<file path="src/rtl/csr_counter_file.sv">
// Machine/user counter CSR file: mcycle, minstret and NUM_EVT mhpmcounters with CSRRW/RS/RC read-modify-write.
// Optional mcountinhibit register at 0x320 is built when CSR_COUNTINHIBIT_EN is defined.
module csr_counter_file #(
    parameter int CNT_WIDTH = 64,
    parameter int NUM_EVT   = 4
) (
    input  logic                                clk,
    input  logic                                rst,
    input  logic                                csr_en,
    input  logic [2:0]                          csr_funct3,
    input  logic [11:0]                         csr_addr,
    input  logic [4:0]                          csr_rs1_idx,
    input  logic [31:0]                         csr_wdata,
    input  logic                                retire,
    input  logic [(NUM_EVT > 0 ? NUM_EVT : 1)-1:0] evt,
    output logic [31:0]                         csr_rdata,
    output logic                                csr_hit,
    output logic                                csr_illegal
);

    localparam int NUM_CNT = 3 + NUM_EVT;

    logic [CNT_WIDTH-1:0] cnt_q [NUM_CNT];
    logic [CNT_WIDTH-1:0] cnt_d [NUM_CNT];
    logic [NUM_CNT-1:0]   inh;
    logic [NUM_CNT-1:0]   cnt_sel;
    logic [NUM_CNT-1:0]   inc_vec;

    logic        region_m;
    logic        region_u;
    logic        hi_half;
    logic [4:0]  off;
    logic        cnt_hit;
    logic        inh_hit;
    logic        f3_valid;
    logic        wr_att;
    logic        do_wr;
    logic [31:0] operand;
    logic [31:0] new_val;
    logic [63:0] rd64;

    assign off      = csr_addr[4:0];
    assign hi_half  = csr_addr[7];
    assign region_m = (csr_addr[11:8] == 4'hB) && (csr_addr[6:5] == 2'b00);
    assign region_u = (csr_addr[11:8] == 4'hC) && (csr_addr[6:5] == 2'b00);

    always_comb begin
        cnt_sel = '0;
        for (int i = 0; i < NUM_CNT; i++) begin
            if (i != 1) begin
                cnt_sel[i] = (region_m || region_u) && (off == 5'(i));
            end
        end
    end

    assign cnt_hit = |cnt_sel;

`ifdef CSR_COUNTINHIBIT_EN
    localparam logic [NUM_CNT-1:0] INH_MASK = ~NUM_CNT'(2);
    logic [NUM_CNT-1:0] inh_q;
    logic [NUM_CNT-1:0] inh_d;

    assign inh_hit = (csr_addr == 12'h320);
    assign inh     = inh_q;

    always_comb begin
        inh_d = inh_q;
        if (do_wr && inh_hit) begin
            inh_d = new_val[NUM_CNT-1:0] & INH_MASK;
        end
    end

    always_ff @(posedge clk or posedge rst) begin
        if (rst) begin
            inh_q <= '0;
        end else begin
            inh_q <= inh_d;
        end
    end
`else
    assign inh_hit = 1'b0;
    assign inh     = '0;
`endif

    assign csr_hit = cnt_hit | inh_hit;

    always_comb begin
        rd64 = '0;
        for (int i = 0; i < NUM_CNT; i++) begin
            if (cnt_sel[i]) begin
                rd64 = 64'(cnt_q[i]);
            end
        end
        csr_rdata = hi_half ? rd64[63:32] : rd64[31:0];
        if (inh_hit) begin
            csr_rdata = 32'(inh);
        end
    end

    // funct3 values x00 are not CSR operations.
    assign f3_valid = (csr_funct3[1:0] != 2'b00);
    assign operand  = csr_funct3[2] ? {27'b0, csr_rs1_idx} : csr_wdata;
    assign wr_att   = (csr_funct3[1:0] == 2'b01) || (csr_rs1_idx != 5'd0);

    always_comb begin
        case (csr_funct3[1:0])
            2'b10:   new_val = csr_rdata | operand;
            2'b11:   new_val = csr_rdata & ~operand;
            default: new_val = operand;
        endcase
    end

    assign csr_illegal = csr_en && f3_valid &&
                         (!csr_hit || (wr_att && (csr_addr[11:10] == 2'b11)));
    assign do_wr       = csr_en && f3_valid && wr_att && csr_hit && !csr_illegal;

    always_comb begin
        inc_vec    = '0;
        inc_vec[0] = 1'b1;
        inc_vec[2] = retire;
        for (int k = 0; k < NUM_EVT; k++) begin
            inc_vec[3+k] = evt[k];
        end
    end

    // A write to either half wins over that counter's increment, so no carry crosses halves.
    always_comb begin
        for (int i = 0; i < NUM_CNT; i++) begin
            cnt_d[i] = cnt_q[i];
            if (i == 1) begin
                cnt_d[i] = '0;
            end else if (do_wr && cnt_sel[i]) begin
                if (hi_half) begin
                    cnt_d[i] = CNT_WIDTH'({new_val, cnt_q[i][31:0]});
                end else begin
                    cnt_d[i] = {cnt_q[i][CNT_WIDTH-1:32], new_val};
                end
            end else if (inc_vec[i] && !inh[i]) begin
                cnt_d[i] = cnt_q[i] + CNT_WIDTH'(1);
            end
        end
    end

    always_ff @(posedge clk or posedge rst) begin
        if (rst) begin
            for (int i = 0; i < NUM_CNT; i++) begin
                cnt_q[i] <= '0;
            end
        end else begin
            for (int i = 0; i < NUM_CNT; i++) begin
                cnt_q[i] <= cnt_d[i];
            end
        end
    end

endmodule
</file>
<file path="config.mk">
export PLATFORM = sky130hd
export DESIGN_NAME = csr_counter_file
export DESIGN_NICKNAME = d
export VERILOG_FILES = /design/src/rtl/csr_counter_file.sv
export SDC_FILE = /design/constraint.sdc
export NUM_CORES = 2
export LEC_CHECK = 0
export BUFFER_PORTS_ARGS = -buffer_cell sky130_fd_sc_hd__buf_2
export CAP_MARGIN = 25
export CORE_MARGIN = 4
export CORE_UTILIZATION = 48
export CTS_CLUSTER_SIZE = 25
export DETAILED_ROUTE_END_ITERATION = 8
export PLACE_DENSITY = 0.62
export SLEW_MARGIN = 0
export SYNTH_ARGS = -nofsm -noshare
export SYNTH_HDL_FRONTEND = slang
export SYNTH_SLANG_ARGS = --single-unit
</file>
<file path="constraint.sdc">
create_clock -name clk -period 14.6 [get_ports clk]
set_input_delay 2.19 -clock clk [delete_from_list [all_inputs] [get_ports clk]]
set_output_delay 2.19 -clock clk [all_outputs]
set_load 0.01 [all_outputs]
</file>
==> metrics <==
total core area=roughly 0.06 mm2; Yosys Warn Count=0; final net count=between 3000 and 4000; register area share after synthesis=approximately a third; Fillers=5563; die area=around 0.064 mm2; Data required, critical path=about 12000 ps; Starting Density=48.5%; fin crit share=approximately 55%; Cell variety after synth=approximately 120; largest net degree at the start of global routing=between 100 and 150; post-synth top area share=33.6%; failing checks=design-rule violations; die height=between 200 and 300 um; post-synthesis instance total=about 3500; Synth async-reset ratio=100%; DR WL/cell=between 30 and 40 um; Top reg by flops=cnt_q; Leak=between 10 and 15 nW; Fin. Hold Viols=0; DRC=2; CP startpoint kind=primary input; PnR worst setup slack=6550 ps; maxcap violations=0; Max VDD drop=roughly 0.13 mV; all-layer global routing usage=between 50% and 60%; Synth Cell Area=between 0.02 and 0.03 mm2; largest cells by area after synthesis=dfrtp_1 34%, a21oi_1 5.1%, nand2_1 4.5%; FMAX=roughly 120 MHz; top-count cell post-synth=dfrtp_1; DRT antenna net count=0; Setup Buffers After CTS=0; Post-Syn Area per Cell=~8.1 um2; flops & latches, synth=between 300 and 400; Post-CTS Resized=0; CP max FO=37; Post-Route Utilization=between 50% and 60%; P&R area growth vs syn=10.2%; drt pass-1 iters=9; clock root cell=clkbuf_16; slew margin rel.=between 10 and 15%; Clock Pin Slew Worst Setup and Hold Paths=60 ps; top cells by count, synth=384 x dfrtp_1, 340 x nand2_1, 293 x a21oi_1; Via density=between 7 and 8; layout cells sized above 1=between 10% and 20%; Net Count, Synth=3588; Finished Layout Cells=4308; Worst-Skew Late Latency=between 600 and 700 ps; run status=complete, but fails checks; final setup vio count=0; Congestion Overflow GR=0; maximum root-to-sink buffer count=3; CTS tree=built; initial DRC count=approximately 6100; pwr/cell area=92.1 mW/mm2; Hold WS=slightly above 500 ps; hold-fix buffers at CTS=0; number of flops mapped to enable cells by yosys=0; first-pass GRT wire length=~230 mm; RSZ-0062 raised after global routing=no; CP arrival=5860 ps; crit path capture type=primary output; fin. max-slew vios=0; Final HPWL DP=119 mm; HP Class=register to register; CTS H-Tree Depth=2; GP Congestion=about 1.1; initial antenna violation count=11; DR vias=roughly 34000; placed insts=around 4200; setup TNS=0 ps; Crit Path Category=primary input to primary output; Port-buffer cells=93; Synth area leader=dfrtp_1; Worst Tran Pin Value=around 1300 ps; # IOs=94; Die X=~250 um; min Tclk post-route=8050 ps; vias in the first global route=around 30000; CTS sink count=384; Regs by FF count=cnt_q x384; CTS buffer count=47; worst slack at placement=roughly 6800 ps; overall routed net length=166 mm; clock skew=about 37 ps; row cnt=89; Top FF cell, synth=dfrtp_1; Largest register FFs=384
-- metal layers --
layer	part of all wire [%]	global-route usage (%)
met1	35	62.7
met2	39	69.5
met3	14	16.9
met4	11	42.9
met5	0.057	0
-- critical path: stages --
cell	delay [ps]
buf_2	140
or3b_1	660
a21oi_4	380
buf_4	510
nand2_1	820
o221ai_1	530
o21ai_1	350
buf_2	250
-- cells in the final DEF, fill, tap and decap left out, types with 38 or more instances in the layout --
cell type | synthesis | layout
o21ai_0 | 203 | 202
mux2i_1 | 59 | 59
nand2_1 | 340 | 340
nand4_1 | 117 | 117
or3_1 | 38 | 38
clkbuf_16 | 0 | 47
nor3_1 | 121 | 118
o221ai_1 | 53 | 53
nand3_1 | 243 | 243
buf_4 | 7 | 87
and3_1 | 97 | 97
o211ai_1 | 61 | 61
buf_2 | 106 | 92
nor2_1 | 248 | 246
nor4_1 | 53 | 52
a221oi_1 | 46 | 46
a21oi_1 | 293 | 291
dfrtp_1 | 384 | 384
a31oi_1 | 63 | 46
mux2_2 | 88 | 88
inv_1 | 58 | 57
a211oi_1 | 66 | 65
o22ai_1 | 58 | 58
-- path summary, 6_finish.rpt --
| path | from | end | slack, ps | cells past startpoint |
|---|---|---|---|---|
| worst max-delay path | csr_addr[9] | csr_rdata[19] | 6550 | 8 |
| worst min-delay path | cnt_q[59] | cnt_q[59] | 510 | 1 |
| worst max register to register | cnt_q[165] | cnt_q[261] | 10720 | 7 |
| worst min register to register | cnt_q[59] | cnt_q[59] | 510 | 1 |
| max in group asynchronous | rst | cnt_q[221] | 10630 | 5 |
| min in group asynchronous | rst | cnt_q[68] | 1730 | 2 |
-- final cells by class --
type	instances	area [um2]	area share [%]
Multi-Input combinational cell	2817	17900	56.9
Sequential cell	384	9610	30.4
Tap cell	773	967	3.06
Antenna cell	5	12.5	0.0396
Clock inverter	17	185	0.587
Clock buffer	67	1350	4.28
Inverter	59	229	0.726
Timing Repair Buffer	186	1260	3.98
-- report_power, final --
part	total [W]	leakage, nW	switching (W)	internal [W]
Sequential	0.00128	5.08	0.000155	0.00112
Combinational	0.000417	6.18	0.000295	0.000123
Clock	0.00121	0.760	0.000512	0.000697
-- stage by stage --
step | power, W | area [um2]
floorplan | 0.00144 | 28600
finish | 0.00291 | 31600
CTS | 0.00286 | 31400
global placement | 0.00166 | 29900
global route | 0.00295 | 31500
detailed placement | 0.00167 | 29900
-- kinds of logic (layout without fill, tap and decap cells) --
logic type,after synthesis,after routing,share of synthesized area (%)
compound gates,1166,1166,28.1
xor+xnor,18,18,0.551
fa+ha+maj,6,6,0.262
buf+inv,321,329,4.93
flops,384,384,33.6
mux,147,147,5.52
other cells,0,5,0
simple gates,1480,1480,27.1
Power figures use the tool's default switching activity.
